===== config.mk =====
export PLATFORM = sky130hd
export DESIGN_NAME = portb_mem_arbiter_flat
export DESIGN_NICKNAME = d
export VERILOG_FILES = /design/src/rtl/portb_mem_arbiter_pkg.sv /design/src/rtl/portb_mem_arbiter_if.sv /design/src/rtl/portb_mem_arbiter_rr_pick.sv /design/src/rtl/portb_mem_arbiter.sv /design/src/flat_wrapper.sv
export SDC_FILE = /design/constraint.sdc
export NUM_CORES = 1
export LEC_CHECK = 0
export CAP_MARGIN = 10
export CORE_MARGIN = 3
export CORE_UTILIZATION = 41
export DETAILED_ROUTE_END_ITERATION = 10
export GPL_TIMING_DRIVEN = 0
export PLACE_DENSITY = 0.82
export SLEW_MARGIN = 20
export SYNTH_ARGS = -nofsm -noshare
export SYNTH_HDL_FRONTEND = slang
export SYNTH_SLANG_ARGS = --single-unit

===== constraint.sdc =====
create_clock -name clk -period 4.23 [get_ports clk]
set_clock_uncertainty 0.15 [all_clocks]
set_input_delay 1.0575 -clock clk [delete_from_list [all_inputs] [get_ports clk]]
set_output_delay 1.0575 -clock clk [all_outputs]
set_load 0.05 [all_outputs]

===== src/rtl/portb_mem_arbiter_pkg.sv =====
// rtl/portb_mem_arbiter_pkg.sv - shared state encoding, default widths and helpers for the port B arbiter
package portb_mem_arbiter_pkg;

    localparam int DEF_NREQ   = 4;
    localparam int DEF_ADDR_W = 10;
    localparam int DEF_DATA_W = 16;

    typedef enum logic [1:0] {
        ARB_IDLE  = 2'd0,
        ARB_ISSUE = 2'd1,
        ARB_RESP  = 2'd2
    } arb_state_t;

    // Index width that stays legal for a single requester.
    function automatic int idx_width(input int n);
        return (n > 1) ? $clog2(n) : 1;
    endfunction

endpackage


===== src/rtl/portb_mem_arbiter_if.sv =====
// rtl/portb_mem_arbiter_if.sv - requester and RAM port B bundle; master = requesters plus RAM, slave = arbiter
interface portb_mem_arbiter_if
    import portb_mem_arbiter_pkg::*;
#(
    parameter int NREQ   = DEF_NREQ,
    parameter int ADDR_W = DEF_ADDR_W,
    parameter int DATA_W = DEF_DATA_W
);

    logic [NREQ-1:0]        req;
    logic [NREQ-1:0]        req_we;
    logic [NREQ*ADDR_W-1:0] req_addr;
    logic [NREQ*DATA_W-1:0] req_wdata;
    logic [NREQ-1:0]        gnt;
    logic [NREQ-1:0]        rvalid;
    logic [DATA_W-1:0]      rdata;

    logic [ADDR_W-1:0]      ram_addr_b;
    logic                   ram_we_b;
    logic [DATA_W-1:0]      ram_data_b;
    logic [DATA_W-1:0]      ram_q_b;

    modport master (
        output req, req_we, req_addr, req_wdata, ram_q_b,
        input  gnt, rvalid, rdata, ram_addr_b, ram_we_b, ram_data_b
    );

    modport slave (
        input  req, req_we, req_addr, req_wdata, ram_q_b,
        output gnt, rvalid, rdata, ram_addr_b, ram_we_b, ram_data_b
    );

endinterface


===== src/rtl/portb_mem_arbiter_rr_pick.sv =====
// rtl/portb_mem_arbiter_rr_pick.sv - combinational round-robin picker: first set req bit upward from ptr with wrap
module portb_mem_arbiter_rr_pick #(
    parameter int NREQ  = 4,
    parameter int IDX_W = 2
) (
    input  logic [NREQ-1:0]  req,
    input  logic [IDX_W-1:0] ptr,
    output logic [NREQ-1:0]  onehot,
    output logic [IDX_W-1:0] idx,
    output logic             any_req
);

    int j;

    always_comb begin
        onehot  = '0;
        idx     = '0;
        any_req = 1'b0;
        j       = 0;
        for (int i = 0; i < NREQ; i++) begin
            // Rotate the search origin to ptr; explicit wrap keeps non-power-of-two NREQ correct.
            j = int'(ptr) + i;
            if (j >= NREQ) begin
                j = j - NREQ;
            end
            if (!any_req && req[j]) begin
                any_req   = 1'b1;
                idx       = IDX_W'(j);
                onehot[j] = 1'b1;
            end
        end
    end

endmodule


===== src/rtl/portb_mem_arbiter.sv =====
// rtl/portb_mem_arbiter.sv - port B RAM arbiter, single outstanding access; PORTB_ARB_FIXED_PRI_EN selects fixed priority
module portb_mem_arbiter
    import portb_mem_arbiter_pkg::*;
#(
    parameter int NREQ   = DEF_NREQ,
    parameter int ADDR_W = DEF_ADDR_W,
    parameter int DATA_W = DEF_DATA_W
) (
    input  logic               clk,
    input  logic               rst,
    portb_mem_arbiter_if.slave bus,
    output logic               busy
);

    localparam int IDX_W = idx_width(NREQ);

    arb_state_t state;
    arb_state_t state_nxt;

    logic [NREQ-1:0]   pick_onehot;
    logic [IDX_W-1:0]  pick_idx;
    logic              pick_any;
    logic [IDX_W-1:0]  pick_ptr;

    // Holding registers: the access is frozen at the IDLE->ISSUE edge.
    logic              hold_we;
    logic [ADDR_W-1:0] hold_addr;
    logic [DATA_W-1:0] hold_wdata;
    logic [NREQ-1:0]   hold_gnt;

    logic [NREQ-1:0]   gnt_c;
    logic [NREQ-1:0]   rvalid_c;
    logic [DATA_W-1:0] rdata_c;
    logic              ram_we_c;

`ifdef PORTB_ARB_FIXED_PRI_EN
    assign pick_ptr = '0;
`else
    logic [IDX_W-1:0] rr_ptr;
    logic [IDX_W-1:0] hold_idx;

    assign pick_ptr = rr_ptr;

    always_ff @(posedge clk) begin
        if (rst) begin
            rr_ptr   <= '0;
            hold_idx <= '0;
        end else begin
            if (state == ARB_IDLE && pick_any) begin
                hold_idx <= pick_idx;
            end
            if (state == ARB_ISSUE) begin
                rr_ptr <= (hold_idx == IDX_W'(NREQ - 1)) ? '0 : hold_idx + 1'b1;
            end
        end
    end
`endif

    portb_mem_arbiter_rr_pick #(
        .NREQ  (NREQ),
        .IDX_W (IDX_W)
    ) u_pick (
        .req     (bus.req),
        .ptr     (pick_ptr),
        .onehot  (pick_onehot),
        .idx     (pick_idx),
        .any_req (pick_any)
    );

    always_ff @(posedge clk) begin
        if (rst) begin
            state      <= ARB_IDLE;
            hold_we    <= 1'b0;
            hold_addr  <= '0;
            hold_wdata <= '0;
            hold_gnt   <= '0;
        end else begin
            state <= state_nxt;
            if (state == ARB_IDLE && pick_any) begin
                hold_we    <= bus.req_we[pick_idx];
                hold_addr  <= bus.req_addr[int'(pick_idx)*ADDR_W +: ADDR_W];
                hold_wdata <= bus.req_wdata[int'(pick_idx)*DATA_W +: DATA_W];
                hold_gnt   <= pick_onehot;
            end
        end
    end

    always_comb begin
        state_nxt = state;
        gnt_c     = '0;
        rvalid_c  = '0;
        rdata_c   = '0;
        ram_we_c  = 1'b0;
        case (state)
            ARB_IDLE: begin
                if (pick_any) begin
                    state_nxt = ARB_ISSUE;
                end
            end
            ARB_ISSUE: begin
                gnt_c     = hold_gnt;
                ram_we_c  = hold_we;
                state_nxt = hold_we ? ARB_IDLE : ARB_RESP;
            end
            ARB_RESP: begin
                // A reset landing in this cycle discards the response outright.
                if (!rst) begin
                    rvalid_c = hold_gnt;
                    rdata_c  = bus.ram_q_b;
                end
                state_nxt = ARB_IDLE;
            end
            default: begin
                state_nxt = ARB_IDLE;
            end
        endcase
    end

    // Address and data come straight from the holding registers, so they keep
    // their last value outside ISSUE; only the write strobe is qualified.
    assign bus.ram_addr_b = hold_addr;
    assign bus.ram_data_b = hold_wdata;
    assign bus.ram_we_b   = ram_we_c;
    assign bus.gnt        = gnt_c;
    assign bus.rvalid     = rvalid_c;
    assign bus.rdata      = rdata_c;
    assign busy           = (state != ARB_IDLE);

endmodule


===== src/flat_wrapper.sv =====
// flat-port wrapper written by rule: the top's interface ports become plain ports
module portb_mem_arbiter_flat import portb_mem_arbiter_pkg::*;
#(
    parameter int NREQ   = DEF_NREQ,
    parameter int ADDR_W = DEF_ADDR_W,
    parameter int DATA_W = DEF_DATA_W
)
  (clk, rst, busy, bus_req, bus_req_we, bus_req_addr, bus_req_wdata, bus_ram_q_b, bus_gnt, bus_rvalid, bus_rdata, bus_ram_addr_b, bus_ram_we_b, bus_ram_data_b);
  portb_mem_arbiter_if #(.NREQ(NREQ), .ADDR_W(ADDR_W), .DATA_W(DATA_W)) bus_i ();
  input  logic clk;
  input  logic rst;
  output logic busy;
  input wire logic [$bits(bus_i.req)-1:0] bus_req;
  input wire logic [$bits(bus_i.req_we)-1:0] bus_req_we;
  input wire logic [$bits(bus_i.req_addr)-1:0] bus_req_addr;
  input wire logic [$bits(bus_i.req_wdata)-1:0] bus_req_wdata;
  input wire logic [$bits(bus_i.ram_q_b)-1:0] bus_ram_q_b;
  output wire logic [$bits(bus_i.gnt)-1:0] bus_gnt;
  output wire logic [$bits(bus_i.rvalid)-1:0] bus_rvalid;
  output wire logic [$bits(bus_i.rdata)-1:0] bus_rdata;
  output wire logic [$bits(bus_i.ram_addr_b)-1:0] bus_ram_addr_b;
  output wire logic [$bits(bus_i.ram_we_b)-1:0] bus_ram_we_b;
  output wire logic [$bits(bus_i.ram_data_b)-1:0] bus_ram_data_b;
  assign bus_i.req = bus_req;
  assign bus_i.req_we = bus_req_we;
  assign bus_i.req_addr = bus_req_addr;
  assign bus_i.req_wdata = bus_req_wdata;
  assign bus_i.ram_q_b = bus_ram_q_b;
  assign bus_gnt = bus_i.gnt;
  assign bus_rvalid = bus_i.rvalid;
  assign bus_rdata = bus_i.rdata;
  assign bus_ram_addr_b = bus_i.ram_addr_b;
  assign bus_ram_we_b = bus_i.ram_we_b;
  assign bus_ram_data_b = bus_i.ram_data_b;
  portb_mem_arbiter #(.NREQ(NREQ), .ADDR_W(ADDR_W), .DATA_W(DATA_W)) u_core (.clk(clk), .rst(rst), .bus(bus_i), .busy(busy));
endmodule

### After elaboration in Yosys (flattened, before gate mapping)

Index checks and enable logic that the tools add are counted.

* bitwise logic cells: 3
* mux-type cells: 48
* reductions and logical operators: 13
* eq/ne operators: 4
* multiply operators: 1
* add/sub/neg operators: 8
* shift operators: 2
* order comparisons: 13

Operators by type and width (number)
* $ge A32 B1 Y1 const B: 4
* $lt A32 B4 Y1 const B: 4
* $mux W32: 4
* $shiftx A64 B7 Y16: 1
* $shiftx A40 B32 Y10: 1
* $mux W16: 2
* $mux W4: 7
* $mux W1: 18
* $mux W2: 7
* $or A4 B4 Y4: 3
* $sub A3 B3 Y4 const B: 3
* $bmux W1 S2: 5
* $ge A3 B3 Y1 const B: 3
* $demux W1 S2: 4
* $logic_and A1 B1 Y1: 8
* $add A2 B2 Y3 const B: 2
* $mul A2 B3 Y5 const B: 1
* $eq A2 B2 Y1 const B: 2
* $pmux W2 S2: 1
* $sub A2 B3 Y4 const B: 1
* $add A2 B1 Y3 const B: 1
* $ge A2 B3 Y1 const B: 1
* $logic_not A1 Y1: 3
* $lt A2 B3 Y1 const B: 1
* 5 further kinds: 5

* word-level logic and storage cells: 99
* register bits: 37

### Longest topological paths before layout

Gate-level depths: netlist of run 1.

* depth in word-level cells: 17
* depth in mapped cells: 14
* depth with buffers taken out: 8

### Hierarchy

From an unflattened synthesis of run 1, not the netlist that was laid out.

* cell total of the unflattened synthesis: 205
* area total of the unflattened synthesis: 2541.2 um^2

By module, submodules not included
* portb_mem_arbiter: instances 1, sequential area each 740.7 um^2, area each 2080.7 um^2, cells an instance 157
* portb_mem_arbiter_rr_pick: instances 1, sequential area each 0.0 um^2, area each 460.4 um^2, cells an instance 48

### Least setup slack after synthesis of run 1

OpenSTA, ideal clock, no wires.

* path type: register to register
* start point: register u_core.rr_ptr[0], in the netlist u_core.pick_ptr[0]
* end point: register u_core.hold_addr[6], in the netlist u_core.bus.ram_addr_b[6]
* arrival time: 3.246 ns
* buffers on the path: 4
* period minus slack after synthesis: 3.516 ns
* data required time: 3.960 ns
* cell stages (with the launch flop): 12
* slack: 0.714 ns
* path through: dfxtp_1 > buf_6 > inv_1 > clkbuf_1 > buf_1 > ha_1 > or4_1 > o311a_1 > o21ai_1 > buf_2 > a211oi_1 > a211o_1

* longest elaborated chain between the ends: 17

RTL lines
* from (decl): RTL line portb_mem_arbiter.sv:39 `logic [IDX_W-1:0] rr_ptr;`
* from (signal assigned): RTL line portb_mem_arbiter.sv:53 `rr_ptr <= (hold_idx == IDX_W'(NREQ - 1)) ? '0 : hold_idx + 1'b1;`
* branches (longest 17 deep; another with $sub A3 B3 Y4)
* to (signal assigned): RTL line portb_mem_arbiter.sv:81 `hold_addr <= bus.req_addr[int'(pick_idx)*ADDR_W +: ADDR_W];`
* to (decl): RTL line portb_mem_arbiter.sv:27 `logic [ADDR_W-1:0] hold_addr;`

Several ways; the timed one is not identified. The select of a mux whose other input is x is not followed.
A chain may end at the register's enable or synchronous reset.

### Final worst setup path of run 1

* start point: input port rst
* end point: output port bus_rdata[10]

* longest elaborated chain between the ends: 2

RTL lines
* from (decl): RTL line flat_wrapper.sv:11 `input logic rst;`
* $mux W16: RTL line portb_mem_arbiter.sv:107 `if (!rst) begin`
* $mux W16: RTL line portb_mem_arbiter.sv:94 `case (state)`
* to (decl): RTL line flat_wrapper.sv:20 `output wire logic [$bits(bus_i.rdata)-1:0] bus_rdata;`

No other way between the ends.

==> results of run 1 <==
-- worst max-delay path by stage --
stage | start | endpoint | slack [ns] | cells after the start
global route | u_core.pick_ptr[0]$_SDFFE_PP0N_ | u_core.bus.ram_data_b[7]$_SDFFE_PP0P_ | 0.02 | 13
global placement | u_core.pick_ptr[0]$_SDFFE_PP0N_ | u_core.bus.ram_data_b[5]$_SDFFE_PP0P_ | -0.20 | 11
CTS | u_core.pick_ptr[0]$_SDFFE_PP0N_ | u_core.bus.ram_data_b[11]$_SDFFE_PP0P_ | 0.08 | 11
finish | rst | bus_rdata[10] | 0.20 | 5
detailed placement | u_core.pick_ptr[0]$_SDFFE_PP0N_ | u_core.bus.ram_data_b[3]$_SDFFE_PP0P_ | -0.36 | 11
floorplan | u_core.pick_ptr[0]$_SDFFE_PP0N_ | u_core.bus.ram_addr_b[6]$_SDFFE_PP0P_ | 0.71 | 11
-- cell usage after synthesis (4+ instances only) --
cell	instances	area (sq um)
a22oi_1	4	30.0
dfxtp_1	37	741
nand2b_1	28	175
a221oi_1	4	35.0
nor3_1	32	160
a21oi_1	31	155
and2_1	51	319
nor2_1	20	75.1
clkbuf_1	23	86.3
nand2_1	7	26.3
a211oi_1	57	428
ha_1	9	113
buf_6	8	90.1
a211o_1	26	228
mux2i_1	29	290
buf_2	15	75.1
o22ai_1	27	169
o21ai_0	29	145
-- routing by layer --
layer | global-route usage | wire length, um | vias up
met2 | 0.463 | 6710 | 258
met3 | 0.0740 | 1490 | 27
met1 | 0.310 | 5440 | 2090
met5 | 0 | 0 | -
li1 | - | - | 2181
met4 | 0.0663 | 223 | 0
-- registers in the layout, summed over array words and instances, names as in the netlist --
name and cells:
u_core.bus.ram_data_b 16, u_core.hold_gnt 4, u_core.hold_we 1, u_core.bus.ram_addr_b 10, u_core.state 2, u_core.hold_idx 2
u_core.pick_ptr 2
-- worst max-delay path: stages --
cell and delay (ns):
clkdlybuf4s50_1 0.48, nor3b_1 0.30, clkbuf_1 0.28, and2_1 0.16, dlygate4sd2_1 0.54
-- through the flow --
stage               setup slack (ns)   util  cell area, sq um  setup TNS (ns)
floorplan                      0.714      -              3660               0
global placement              -0.196  0.661              5600           -5.02
detailed placement            -0.364  0.661              5600           -9.60
CTS                           0.0780  0.673              5700               0
global route                  0.0176  0.674              5710               0
finish                         0.199  0.674              5710               0
-- layout make-up --
type	instances	share of cell area
sequential	37	0.130
clock inverter	2	0.00658
clock buffer	6	0.0145
tap	105	0.0230
multi-input combinational	387	0.466
timing repair buffer	180	0.311
buffer	49	0.0474
inverter	2	0.00132
-- power by group through the flow --
stage	logic [mW]	clock network (mW)	registers [mW]
floorplan	0.581	0	0.700
global placement	1.19	0	0.491
detailed placement	1.22	0	0.491
CTS	1.23	0.337	0.485
global route	1.32	0.353	0.497
finish	1.24	0.335	0.487
-- cell families after synthesis --
logic type / count (synthesis)
mux: 32
fa+ha+maj: 9
compound gates: 190
simple gates: 156
flops: 37
buf+inv: 51
==> results.toml, run 1 <==
[timing]
fin_crit_sh = 0.953
grt_setup_unrepaired = "no"
min_period_ns = 4.03
maxSlewViolCount = 0
slew-limit-headroom = 0.439
hold_viol = 0
max_clock_freq_mhz = 248
timing.hold.ws_ns = 0.316
setup_viol = 0
worst_pin_slew_ns = 0.842

[synthesis]
synth_enable_flop_cells = 0
synth-compound-area-share = 0.353
synthFlopType = "dfxtp_1"
synthMuxAreaShare = 0.0977
synth_cell_types = 45
synth.net_count = 614
synth-simple-area-share = 0.241
ys_async_sr_fraction = 0
syn_area_per_cell_sq_um = 7.71
synth_top_family_by_area = "compound AO/OA/AOI/OAI gates"
yosys.area_share.xor_xnor = 0
synth_seq_cells = 37
syn_inst = 475
netlist_area_sq_mm = 0.00366
ys_warn_count = 0
synth-adder-area-share = 0.0307
yosysSeqAreaShare = 0.202

[detailed_routing]
ant_nets = 0
dr.first_iter.drc_count = 222
wire_per_inst_um = 18.1
route.detailed.drc = 0
drtPass1Iterations = 5
wl_um = 13900
vias = 4556
viasPerCell = 5.93

[cells_and_area]
seqCellArea_sq_um = 742
fin_nets = 801
multi_input_area_sq_mm = 0.00266
antennaDiodeCount = 0
mostFrequentLayoutCells = "clkdlybuf4s50_1 (160), a211oi_1 (57), and2_1 (51)"
drive_above_1_share = 0.0694
final_cells = 768
area_growth_pct = 55.8
fill_cells = 696
final_common_cell = "clkdlybuf4s50_1"

[power_and_ir_drop]
switching_share = 0.452
p_int_mw = 1.13
p_leak_nw = 2.28
total_power_mw = 2.06
switchingPower_mw = 0.931
vdd_ir_drop_max_mv = 0.231
power_frac_seq = 0.236
clockPowerShare = 0.162
powerDensity_mw_per_mm2 = 361
power_frac_comb = 0.602

[floorplan]
die_w_um = 101
row_count = 33
die_y_um = 101
die-area_sq_mm = 0.0101
io_pins = 182
core-area_sq_mm = 0.00846
start_util = 0.433

[clock_network]
cts-resized-gates = 24
cts_sinks = 37
post_cts_buffers = 0
cts_buffers = 5
clkSlewWorstSetupHoldPaths_ns = 0.08
clock_latency_ns = 0.30
postCtsHoldBufs = 0
clockBufferDepth = 2
ctsHtreeMaxLevel = 2
cts_root_buf = "clkbuf_8"
cts_tree = "done"

[grt]
track_usage = 0.262
grt_max_degree = 14
grt_pass1_vias = 4508
antenna_found_initial = 0
grt_pass1_wl_um = 21400
grt_remaining_overflow = 0

[critical_path]
ff2ff_path_depth = 13
cp_max_fo = 10
r2r_slack_ns = 0.21
r2r_start = "u_core.pick_ptr[0]$_SDFFE_PP0N_"
timing.critical_path.from_type = "input port"
cp.required_ns = 3.02
cp-end-kind = "primary output"
r2r_end = "u_core.bus.ram_data_b[7]$_SDFFE_PP0P_"
critPathKind = "input port to primary output"
arrival_ns = 2.82

[placement]
placedCellCount = 760
detailed_place_hpwl_um = 10800
io_buffer_count = 180
place.gp.congestion = 0.915

[worst_hold_path]
hold_path_startpoint = "u_core.bus.ram_addr_b[0]$_SDFFE_PP0P_"
whs_endpoint = "u_core.bus.ram_addr_b[0]$_SDFFE_PP0P_"
hold_depth = 1
hold_class = "register to register"

[run_status]
outcome = "finished clean"

[run]
max-cap-violations = 0
(Power assumes the default switching activity.)
==> run 2, diff against run 1 <==
--- a/config.mk
+++ b/config.mk
@@ -5,12 +5,13 @@
 export SDC_FILE = /design/constraint.sdc
 export NUM_CORES = 1
 export LEC_CHECK = 0
+export ABC_AREA = 1
 export CAP_MARGIN = 10
 export CORE_MARGIN = 3
-export CORE_UTILIZATION = 41
+export CORE_UTILIZATION = 40
 export DETAILED_ROUTE_END_ITERATION = 10
 export GPL_TIMING_DRIVEN = 0
-export PLACE_DENSITY = 0.82
+export PLACE_DENSITY = 0.8
 export SLEW_MARGIN = 20
 export SYNTH_ARGS = -nofsm -noshare
 export SYNTH_HDL_FRONTEND = slang
==> run 2 against run 1 <==
Against the previous run: non-clock buffer count decreased by 11; highest routed layer unchanged; largest cell class is now buffers; sequential share of layout area increased by 0.46 points; sequential cell count unchanged; synthesized area decreased by 5.8%; largest power group unchanged; critical endpoint unchanged; critical path type unchanged; combinational power increased by 120%; synthesized cell count increased by 34%.
==> results.toml, run 2 <==
[synthesis]
synth-compound-area-share = 0.0468
syn_inst = 635
synth-adder-area-share = 0.0326
yosysSeqAreaShare = 0.215
synth_enable_flop_cells = 0
yosys.area_share.xor_xnor = 0
yosysTopAreaCellShare = 0.215
synthMuxAreaShare = 0
synth-simple-area-share = 0.461
synth_top_family_by_area = "simple AND/OR/NAND/NOR gates"
netlist_area_sq_mm = 0.00345
syn_area_per_cell_sq_um = 5.43
yosys-top-cells-count = "inv_1 (169), nand2_1 (107), nand3_1 (93), nor2_1 (82), nand4_1 (54)"
ys_async_sr_fraction = 0
ys_warn_count = 0
synth_area_leaders = "dfxtp_1 (21%), inv_1 (18%), nand3_1 (13%)"
synth.net_count = 774
synth_seq_cells = 37
synth_area_leader_cell = "dfxtp_1"
synth_cell_types = 22
synth.most_common_cell = "inv_1"
synthFlopType = "dfxtp_1"

[clock_network]
clockBufferDepth = 2
clock_latency_ns = 0.29
cts_root_buf = "clkbuf_8"
postCtsHoldBufs = 0
clkSlewWorstSetupHoldPaths_ns = 0.08
cts_tree = "done"
ctsHtreeMaxLevel = 2
cts-resized-gates = 20
post_cts_buffers = 0
cts_sinks = 37
cts_buffers = 5

[power_and_ir_drop]
powerDensity_mw_per_mm2 = 679
p_leak_nw = 3.08
vdd_ir_drop_max_mv = 0.334

[timing]
max_clock_freq_mhz = 251
maxSlewViolCount = 0
worst_pin_slew_ns = 0.561
fin_crit_sh = 0.944
setup_viol = 0
slew-limit-headroom = 0.625
hold_viol = 0
min_period_ns = 3.99
worst_slack_ns = 0.239
grt_setup_unrepaired = "no"

[critical_path]
arrival_ns = 2.78
ff2ff_path_depth = 14
timing.critical_path.from_type = "input port"
cp-end-kind = "primary output"
cp_max_fo = 10
cp.required_ns = 3.02
critPathKind = "input port to primary output"

[detailed_routing]
viasPerCell = 5.01
wl_um = 12800
ant_nets = 0
route.detailed.drc = 0
drtPass1Iterations = 6
dr.first_iter.drc_count = 322
vias = 4654
wire_per_inst_um = 13.8

[floorplan]
die_y_um = 98.9
core-area_sq_mm = 0.00830
die-area_sq_mm = 0.00977
row_count = 33
io_pins = 182
die_w_um = 98.9
start_util = 0.416

[grt]
grt_pass1_wl_um = 20800
grt_remaining_overflow = 0
antenna_found_initial = 0
grt_max_degree = 13
track_usage = 0.255
grt_pass1_vias = 4668

[placement]
placedCellCount = 921
io_buffer_count = 181
place_worst_setup_slack_ns = -0.0435
placed_area_sq_mm = 0.00539
place.gp.congestion = 0.945
detailed_place_hpwl_um = 10100

[cells_and_area]
final_cells = 929
drive_above_1_share = 0.0570
fill_cells = 780
multi_input_area_sq_mm = 0.00186
largest_reg_flops = 16
area_growth_pct = 59.5
fin_nets = 962
seqCellArea_sq_um = 741
final_area_sq_mm = 0.00550
mostFrequentLayoutCells = "inv_1 (169), clkdlybuf4s50_1 (161), nand2_1 (107)"
antennaDiodeCount = 0
final_common_cell = "inv_1"

[run]
max-cap-violations = 0

[run_status]
outcome = "finished clean"

[worst_hold_path]
hold_class = "register to register"
hold_depth = 1
[run 2: worst max-delay path, cell delays in order]
cell	delay (ns)
clkdlybuf4s50_1	0.46
inv_1	0.23
nand3_1	0.13
clkbuf_1	0.23
nor2_1	0.14
dlygate4sd2_1	0.54
[run 2: per-layer routing]
layer	vias up	wire length [um]	track usage
li1	2316	-	-
met1	2042	4990	0.301
met2	265	6200	0.447
met3	31	1240	0.0517
met4	0	405	0.108
met5	-	0	0
[run 2: per-stage QoR]
step                hold WS, ns  setup TNS, ns   util  total power [mW]
floorplan                 0.251              0      -              2.50
global placement          0.276              0  0.650              3.26
detailed placement        0.283         -0.359  0.650              3.34
CTS                       0.296              0  0.663              3.72
global route              0.327              0  0.663              4.04
finish                    0.299              0  0.663              3.74
[run 2: cell type report]
type	count	share of cell area
Inverter	175	0.119
Sequential cell	37	0.135
Tap cell	105	0.0239
Timing Repair Buffer	181	0.325
Clock buffer	5	0.0125
Clock inverter	3	0.0118
Buffer	37	0.0341
Multi-Input combinational cell	386	0.339
[run 2: worst paths after layout]
kind	startpoint	to	slack, ns
max	rst	bus_rdata[10]	0.24
min	u_core.hold_we$_SDFFE_PP0P_	u_core.state[1]$_SDFFE_PP0P_	0.30
max reg2reg	u_core.pick_ptr[1]$_SDFFE_PP0N_	u_core.bus.ram_addr_b[9]$_SDFFE_PP0P_	0.99
min reg2reg	u_core.hold_we$_SDFFE_PP0P_	u_core.state[1]$_SDFFE_PP0P_	0.30
[run 2: power breakdown]
part | total, mW | switching (mW) | internal [mW]
Sequential | 0.589 | 0.0944 | 0.495
Clock | 0.373 | 0.139 | 0.234
Combinational | 2.77 | 1.84 | 0.936
[run 2: kinds of logic after synthesis]
family / count (synthesis)
AND/OR/NAND/NOR: 346
buffers and inverters: 212
flip-flops: 37
AO/OA/AOI/OAI: 31
adder cells (fa/ha/maj): 9
